[src/rtl/mod_divider_sequencer.sv]
// Run-controller for a programmable modulo counter / square-wave divider.
// Steps a modulo-N counter, toggles square on each wrap, and pulses done after the requested wraps.
module mod_divider_sequencer #(
  parameter int CW = 3,
  parameter int PW = 4
) (
  input  logic          clock,
  input  logic          rst,
  input  logic          start,
  input  logic [CW-1:0] modulus,
  input  logic [PW-1:0] periods,
  input  logic          pause,
  input  logic          abort,
  output logic          busy,
  output logic [CW-1:0] count,
  output logic          tick,
  output logic          square,
  output logic          done,
  output logic          err
);

  typedef enum logic [1:0] {
    IDLE = 2'd0,
    RUN  = 2'd1,
    DONE = 2'd2
  } state_t;

  state_t        state_q, state_d;
  logic [CW-1:0] mod_q, mod_d;
  logic [PW-1:0] per_q, per_d;
  logic [CW-1:0] count_q, count_d;
  logic [PW-1:0] wrap_q, wrap_d;
  logic          tick_q, tick_d;
  logic          square_q, square_d;
  logic          done_q, done_d;
  logic          err_q, err_d;
  logic          busy_q, busy_d;
  logic [PW-1:0] wrap_inc_s;

  assign wrap_inc_s = wrap_q + {{(PW-1){1'b0}}, 1'b1};

  // Next-state and next-output logic; pulse outputs default low every cycle.
  always_comb begin
    state_d  = state_q;
    mod_d    = mod_q;
    per_d    = per_q;
    count_d  = count_q;
    wrap_d   = wrap_q;
    square_d = square_q;
    busy_d   = busy_q;
    tick_d   = 1'b0;
    done_d   = 1'b0;
    err_d    = 1'b0;
    case (state_q)
      IDLE: begin
        if (start) begin
          if ((modulus >= CW'(2)) && (periods != {PW{1'b0}})) begin
            mod_d    = modulus;
            per_d    = periods;
            count_d  = {CW{1'b0}};
            wrap_d   = {PW{1'b0}};
            square_d = 1'b0;
            busy_d   = 1'b1;
            state_d  = RUN;
          end else begin
            err_d = 1'b1;
          end
        end else begin
          state_d = IDLE;
        end
      end
      RUN: begin
        if (abort) begin
          count_d  = {CW{1'b0}};
          square_d = 1'b0;
          busy_d   = 1'b0;
          state_d  = IDLE;
        end else if (pause) begin
          state_d = RUN;
        end else if (count_q == (mod_q - CW'(1))) begin
          // Wrap against the latched modulus; the live input is ignored mid-run.
          count_d  = {CW{1'b0}};
          tick_d   = 1'b1;
          square_d = ~square_q;
          wrap_d   = wrap_inc_s;
          if (wrap_inc_s == per_q) begin
            done_d  = 1'b1;
            busy_d  = 1'b0;
            state_d = DONE;
          end else begin
            state_d = RUN;
          end
        end else begin
          count_d = count_q + CW'(1);
        end
      end
      DONE: begin
        state_d = IDLE;
      end
      default: begin
        state_d  = IDLE;
        count_d  = {CW{1'b0}};
        square_d = 1'b0;
        busy_d   = 1'b0;
      end
    endcase
  end

  // State and output registers with asynchronous clear.
  always_ff @(posedge clock or posedge rst) begin
    if (rst) begin
      state_q  <= IDLE;
      mod_q    <= {CW{1'b0}};
      per_q    <= {PW{1'b0}};
      count_q  <= {CW{1'b0}};
      wrap_q   <= {PW{1'b0}};
      tick_q   <= 1'b0;
      square_q <= 1'b0;
      done_q   <= 1'b0;
      err_q    <= 1'b0;
      busy_q   <= 1'b0;
    end else begin
      state_q  <= state_d;
      mod_q    <= mod_d;
      per_q    <= per_d;
      count_q  <= count_d;
      wrap_q   <= wrap_d;
      tick_q   <= tick_d;
      square_q <= square_d;
      done_q   <= done_d;
      err_q    <= err_d;
      busy_q   <= busy_d;
    end
  end

  assign busy   = busy_q;
  assign count  = count_q;
  assign tick   = tick_q;
  assign square = square_q;
  assign done   = done_q;
  assign err    = err_q;

endmodule

[config.mk]
export PLATFORM = sky130hd
export DESIGN_NAME = mod_divider_sequencer
export DESIGN_NICKNAME = d
export VERILOG_FILES = /design/src/rtl/mod_divider_sequencer.sv
export SDC_FILE = /design/constraint.sdc
export NUM_CORES = 1
export LEC_CHECK = 0
export ABC_AREA = 1
export CAP_MARGIN = 30
export CORE_UTILIZATION = 64
export CTS_BUF_LIST = sky130_fd_sc_hd__clkbuf_4
export CTS_CLUSTER_SIZE = 16
export DETAILED_ROUTE_END_ITERATION = 16
export DONT_BUFFER_PORTS = 1
export PLACE_DENSITY = 0.8
export SLEW_MARGIN = 20
export SYNTH_ARGS = -nofsm -noshare
export SYNTH_HDL_FRONTEND = slang
export SYNTH_SLANG_ARGS = --single-unit
[constraint.sdc]
create_clock -name clock -period 2.05 [get_ports clock]
set_clock_uncertainty 0.1 [all_clocks]
set_input_delay 0.205 -clock clock [delete_from_list [all_inputs] [get_ports clock]]
set_output_delay 0.205 -clock clock [all_outputs]
set_load 0.1 [all_outputs]
; After elaboration in Yosys (flattened, before gate mapping)
; Index checks and enable logic that the tools add are counted.
[totals]
register_bits = 21
output_inout_bits = 8
elab_cells = 84
[classes]
addsub = 3
n_reduce_logical = 10
n_eq_ne = 14
mux = 44
n_bitwise = 2
magnitude_cmp = 1
[ops]
columns = cell, count
row1 = two-way mux 1 bit, 23
row2 = two-way mux 4 bit, 5
row3 = two-way mux 3 bit, 5
row4 = two-way mux 2 bit, 6
row5 = inequality test 3 bit (second input constant), 4
row6 = AND reduction 6 bit, 2
row7 = inequality test 2 bit (second input constant), 5
row8 = case mux 3 bit (3 select lines), 1
row9 = case mux 4 bit (2 select lines), 1
row10 = case mux 1 bit (3 select lines), 2
row11 = AND reduction 5 bit, 1
row12 = adder 4 x 1 -> 4 bit (second input constant), 1
row13 = == test 4 bit, 1
row14 = inequality test 4 bit (second input constant), 1
row15 = case mux 2 bit (2 select lines), 1
row16 = AND reduction 4 bit, 1
row17 = nonzero test 4 bit, 1
row18 = adder 3 x 1 -> 3 bit (second input constant), 1
row19 = == test 3 bit, 1
row20 = >= comparator 3 x 2 -> 1 bit (second input constant), 1
row21 = AND reduction 3 bit, 1
row22 = subtractor 3 x 1 -> 3 bit (second input constant), 1
row23 = == test 2 x 1 -> 1 bit (second input constant), 1
row24 = == test 2 bit (second input constant), 1
row25 = other kinds (5), 6

; Depth between registers and ports, before layout
; Gate-level depths: netlist of the first run.
[logic_depth]
ltp_word = 7
depth_mapped = 12

; Least setup slack after synthesis of the first run
; No wires, ideal clock.
[synth_path]
path_kind = register to register
start = register count_q[1] (netlist: count[1])
end = register wrap_q[0]
t_arrival_ns = 1.667
t_required_ns = 1.833
setup_ns = 0.117
synth_period_minus_slack_ns = 1.884
path_slack_ns = 0.166
n_path_buf = 0
path_stages_with_launch = 8
path_cell_list = dfrtp_1 -> xnor2_1 -> nor2_1 -> nand2_4 -> nand2_1 -> nand3_2 -> nand2_1 -> nand2_1
[synth_via]
elab_chain_cells = 3
[synth_rtl]
columns = element, line_no
row1 = start: declaration, 31  ; logic [CW-1:0] count_q, count_d;
row2 = start signal: assignment, 115  ; count_q <= {CW{1'b0}};
row3 = start signal: assignment, 126  ; count_q <= count_d;
row4 = == test 3 bit, 80  ; end else if (count_q == (mod_q - CW'(1))) begin
row5 = inequality test 2 bit (no source line), -
row6 = AND reduction 6 bit (no source line), -
row7 = end signal: assignment, 116  ; wrap_q <= {PW{1'b0}};
row8 = end signal: assignment, 127  ; wrap_q <= wrap_d;
row9 = end: declaration, 32  ; logic [PW-1:0] wrap_q, wrap_d;
; No other way between the ends.
; A chain may end at the register's enable or synchronous reset.

; Worst setup path after layout of the first run
[layout_path]
start = register mod_q[0]
end = register wrap_q[0]
[layout_via]
elab_chain_cells = 4
[layout_rtl]
columns = element, line_no
row1 = start: declaration, 29  ; logic [CW-1:0] mod_q, mod_d;
row2 = start signal: assignment, 113  ; mod_q <= {CW{1'b0}};
row3 = start signal: assignment, 124  ; mod_q <= mod_d;
row4 = subtractor 3 x 1 -> 3 bit, 80
row5 = == test 3 bit, 80
row6 = inequality test 2 bit (no source line), -
row7 = AND reduction 6 bit (no source line), -
; No other way between the ends.

==> summary.txt, run 1 <==
Timing
  • Endpoints failing setup: 0
  • Fmax: 0.582 GHz
  • Fin Hold WS: 56.8 ps
  • Worst-Margin Slew: 781 ps
  • Unrepaired setup endpoints after global routing: false
  • Max Slew Vio Count: 0
  • Slew HR: 47.9%
  • Final hold viol count: 0
  • Setup TNS: 0 ps
  • Fin crit period: 1720 ps
  • Tcrit/Tclk final: 83.9%

Global route
  • GR peak layer: met2
  • Initial antenna violation count: 0
  • Tot GR Track Use: 26.8%
  • Met2 Use GR: 44.1%
  • Largest net degree at the start of global routing: 22
  • Met1 usage: 34.3%
  • Global routing met3 resource utilization: 4.80%
  • GRT overflow: 0
  • First-pass GRT wire length: 3880 µm
  • Vias in the first global route: 987

Yosys
  • Warnings from Yosys: 0
  • Post-Syn Area: 0.00117 mm²
  • Flops & latches, synth: 21
  • Syn Area/Cell: 7.39 µm²
  • Syn nets: 173
  • Yosys cell types: 19
  • Register area share after synthesis: 45.0%
  • Post-synthesis cell count: 158

CTS
  • Clk buf depth: 2
  • Clock Latency Late Sink: 300 ps
  • Clock root buffer: clkbuf_4
  • H-tree levels: 1
  • Hold_buf cts: 9
  • CTS tree: built
  • Clk slew on worst S/H paths: 110 ps
  • Clk sinks: 21
  • Post-CTS Resized: 0
  • Post-CTS setup repair buffer count: 0
  • Num CTS Buffers: 3

Pwr
  • Total chip power: 0.00180 W
  • Pwr dens: 1320 mW/mm²
  • Peak supply drop: 1090 µV
  • Cell leakage power: 0.743 nW

Place
  • Placed cell areas: 0.00125 mm²
  • Gp weighted congestion: 0.896
  • Dpl cells: 190
  • Detail Placement HPWL: 1700 µm
  • # port buffers: 0

Min path
  • Hold crit path type: in -> reg
  • Hold path startpoint: start

Critical path
  • Max stage delay cell, worst path: dfrtp_1
  • CP endpoint kind: flip-flop
  • Setup crit start kind: flip-flop
  • Worst Setup Path Type: reg -> reg
  • CP Launch Point: mod_q[0]
  • Worst Setup EP: wrap_q[0]
  • R2r setup slk: 330 ps
  • R2r startpoint: mod_q[0]
  • Worst path cell trace: inv_1 > ha_1 > xnor2_1 > nor2_1 > nand2_4 > nand2_1 > nand3_2 > nand2_1 > nand2_1
  • Bufs and invs on worst path: 1
  • WP depth: 9
  • CP arrival: 1830 ps
  • Worst reg-to-reg path cell count: 9
  • Req. time, crit path: 2160 ps
  • Critical R2R Capture: wrap_q[0]
  • Most frequent CP cell: nand2_1
  • Top delay family on crit path: simple AND/OR/NAND/NOR gates
  • CP peak stage delay: 390 ps
  • Max Fanout on Critical Path: 5

Final layout
  • Multi-input combinational cell area: 548 µm²
  • Post-route cell area: 0.00137 mm²
  • Most common cell after layout, fill and taps aside: nand2_1
  • FF/Latch Area: 526 µm²
  • Final Non-Filler Cells: 203
  • # fillers: 125
  • Synth-to-Final Area Change: 17.1%
  • Most frequent cells in the layout: nand2_1, dfrtp_1, inv_1
  • Nets: 194
  • Layout cell share with drive strength beyond 1: 14.6%
  • Diodes inserted: 0

Detailed routing
  • DRT Pass-1 Iters: 6
  • Vias post-DR: 1080
  • ANT nets after route: 0
  • Routed wire length: 2350 µm
  • # DRC: 0
  • Initial DRC Count: 13
  • WL per Instance: 11.6 µm
  • Via density: 5.32

Floorplan
  • Initial Utilization: 67.6%
  • IO Count: 20
  • Row count: 15
  • Chip width: 44.7 µm
  • Die Ht: 44.7 µm
  • Core Box Area: 0.00173 mm²
  • Die area: 0.00200 mm²

Outcome
  • Status: finished clean

Flow run
  • # Max-Cap Violations: 0
tightest hold or removal path: stages:
cell and delay (ps):
a21oi_1 40, nand2_1 60, nand3_1 60, nand2_1 60
per-stage QoR:
stage | setup WS (ps) | utilization, %
global placement | 393 | 72.2
finish | 331 | 79.2
detailed placement | 347 | 72.2
floorplan | 166 | -
global route | 195 | 79.2
CTS | 330 | 79.2
where the power goes:
group / internal, W / switching, W / total [W]
Combinational: 0.000276 / 0.000706 / 0.000983
Sequential: 0.000532 / 0.0000736 / 0.000606
Clock: 0.0000891 / 0.000124 / 0.000213
synth_stat cells (all sizes together):
cell,n,area [µm²]
a21oi,3,15.0
nand3,16,85.1
nor2,15,71.3
inv,22,82.6
dfrtp,21,526
nand2,63,257
ha,3,37.5
or2,1,6.26
xnor2,2,17.5
o21ai,8,40.0
nand4,3,18.8
buf,1,11.3
worst min-delay path by stage:
| stage | depth (start not counted) | slack, ps | endpoint |
|---|---|---|---|
| global route | 4 | 50 | state_q[0] |
| finish | 4 | 60 | state_q[0] |
| detailed placement | 1 | 170 | mod_q[2] |
| global placement | 1 | 170 | mod_q[2] |
| CTS | 4 | 60 | state_q[0] |
| floorplan | 1 | 80 | busy |
registers in the layout, summed over array words and instances, names as in the netlist:
register,count
state_q,2
mod_q,3
err,1
tick,1
square,1
done,1
per_q,4
count,3
busy,1
wrap_q,4
routing by layer:
metal / wire, µm / up-vias
li1: - / 531
met1: 1030 / 512
met2: 1150 / 28
met3: 93 / 9
met4: 69 / 0
met5: 0 / -
layout make-up:
class | count | share of cell area (%)
inverters | 22 | 6.04
well taps | 25 | 2.29
repair buffers | 17 | 11.0
clock buffers | 4 | 2.20
flip-flops and latches | 21 | 38.4
multi-input cells | 114 | 40.1
cells by family (layout without fill, tap and decap cells):
logic type               after synthesis  in the layout  synth area share [%]
buffers and inverters                 23             43                  8.04
flip-flops                            21             21                  45.0
XOR/XNOR                               2              2                  1.50
AO/OA/AOI/OAI                         11             11                  4.71
AND/OR/NAND/NOR                       98             98                  37.5
adder cells (fa/ha/maj)                3              3                  3.22
Note: power is estimated with default switching activity, not from simulation.
==> inputs of run 2 (changes only) <==
==> constraint.sdc (replaced) <==
create_clock -name clock -period 1.65 [get_ports clock]
set_clock_uncertainty 0.1 [all_clocks]
set_input_delay 0.165 -clock clock [delete_from_list [all_inputs] [get_ports clock]]
set_output_delay 0.165 -clock clock [all_outputs]
set_load 0.1 [all_outputs]
==> summary.txt, run 2 (synthesis results as in run 1) <==
Critical path
  • Setup crit start kind: flip-flop
  • CP peak stage delay: 390 ps
  • Worst path cell trace: inv_2 > ha_4 > or2_4 > nand2_1 > nand2_1 > nand2_2 > nand2_4 > nand2_4 > nand3_4 > nand2_1 > nand2_1
  • Most frequent CP cell: nand2_1
  • R2r startpoint: mod_q[0]
  • CP Launch Point: mod_q[0]
  • Max Fanout on Critical Path: 5
  • R2r setup slk: -50 ps
  • CP arrival: 1800 ps
  • Worst Setup Path Type: reg -> reg
  • Req. time, crit path: 1760 ps
  • CP endpoint kind: flip-flop
  • Max stage delay cell, worst path: dfrtp_1

CTS
  • Clock Latency Late Sink: 310 ps
  • Clk buf depth: 2
  • Num CTS Buffers: 3
  • Clk sinks: 21
  • H-tree levels: 1
  • Clock root buffer: clkbuf_4
  • Clk slew on worst S/H paths: 120 ps
  • CTS tree: built

Floorplan
  • Chip width: 44.7 µm
  • Initial Utilization: 67.6%
  • Row count: 15
  • IO Count: 20
  • Die area: 0.00200 mm²
  • Die Ht: 44.7 µm
  • Core Box Area: 0.00173 mm²

Place
  • Placed cell areas: 0.00130 mm²
  • Detail Placement HPWL: 1800 µm
  • Dpl cells: 196
  • Gp weighted congestion: 0.806
  • # port buffers: 0

Detailed routing
  • Via density: 5.24
  • Met2 wire len: 1420 µm
  • Routed wire length: 2720 µm
  • DRT Pass-1 Iters: 4
  • Wire length on met1: 1140 µm
  • Initial DRC Count: 30
  • Detail Route met3 WL: 108 µm
  • WL per Instance: 12.8 µm
  • # DRC: 0
  • Top Metal Used: met4
  • ANT nets after route: 0
  • Vias post-DR: 1116

Final layout
  • Layout cell share with drive strength beyond 1: 29.3%
  • Synth-to-Final Area Change: 30.2%
  • Diodes inserted: 0
  • Post-route cell area: 0.00152 mm²
  • Most common cell after layout, fill and taps aside: nand2_1
  • Biggest regs: per_q x4, wrap_q x4
  • Most frequent cells in the layout: nand2_1, dfrtp_1, buf_4
  • Final Non-Filler Cells: 213
  • Nets: 204

Timing
  • Worst-Margin Slew: 346 ps
  • Final hold viol count: 0
  • Endpoints failing setup: 6
  • Tcrit/Tclk final: 103%
  • Fin crit period: 1700 ps
  • Max Slew Vio Count: 0
  • Fmax: 0.590 GHz
  • Unrepaired setup endpoints after global routing: true
  • PnR worst setup slack: -46.0 ps
  • Slew HR: 76.8%

Pwr
  • Peak supply drop: 1440 µV
  • Cell leakage power: 0.795 nW
  • Pwr dens: 1700 mW/mm²

Min path
  • Hold crit path type: in -> reg
  • Hold path startpoint: pause

Global route
  • GRT overflow: 0
  • Initial antenna violation count: 0
  • Largest net degree at the start of global routing: 22
  • Tot GR Track Use: 29.3%
  • First-pass GRT wire length: 4220 µm
  • Vias in the first global route: 1067

Outcome
  • Failing checks: negative setup slack
  • Status: finished, violations left

Flow run
  • # Max-Cap Violations: 0
run 2: changes by cell type in the layout (fill, tap and decap cells not counted), sizes merged:
cell    previous run  this run
buf                8        18
clkbuf             4         3
clkinv             0         1
run 2: area by class of cell:
type | count | area [µm²]
inverter | 22 | 82.6
multi-input combinational | 114 | 624
fill | 86 | 206
clock inverter | 1 | 5.00
tap | 25 | 31.3
timing repair buffer | 27 | 225
clock buffer | 3 | 22.5
sequential | 21 | 529
run 2: worst max-delay path: cells and delay by family (launching register included):
kind          cells  cell delay [ps]
simple gates      9              880
flops             1              390
fa+ha+maj         1              150
buf+inv           1               70
run 2: repair_timing:
action                                  in CTS  in global routing
endpoints found under the setup margin       4                 12
resized for setup                            3                 17
buffers inserted                             2                  2
endpoints found under the hold margin       30                  0
pin swaps                                    1                  7
hold buffers                                 9                  0
run 2: metrics by stage:
stage	TNS, ps	setup WS (ps)	hold WS (ps)	total power (W)	utilization, %
5_1_grt	-778	-112	30.5	0.00274	88.0
4_1_cts	0	15.2	1.38	0.00238	83.5
3_5_place_dp	-160	-62.4	2.39	0.00202	75.1
2_1_floorplan	0	61.6	41.3	0.00175	-
6_report	-169	-46.0	3.78	0.00258	88.0
3_3_place_gp	0	21.2	-0.945	0.00198	75.1
run 2: worst paths after layout:
path | to | cells after the start
max | wrap_q[1] | 11
min | state_q[0] | 3
max reg2reg | wrap_q[1] | 11
min reg2reg | mod_q[2] | 2
max in group asynchronous | count[2] | 3
min in group asynchronous | square | 3
run 2: where the power goes:
group | switching (W) | internal [W] | total [W] | leakage [nW]
sequential | 0.000106 | 0.000665 | 0.000771 | 0.271
clock | 0.000162 | 0.0000906 | 0.000252 | 0.0177
combinational | 0.00103 | 0.000522 | 0.00156 | 0.506
run 2: metal layers:
layer / global-route usage, % / up-vias
met1: 33.9 / 531
li1: - / 550
met4: 13.3 / 0
met2: 53.2 / 29
met5: 0 / -
met3: 4.40 / 6
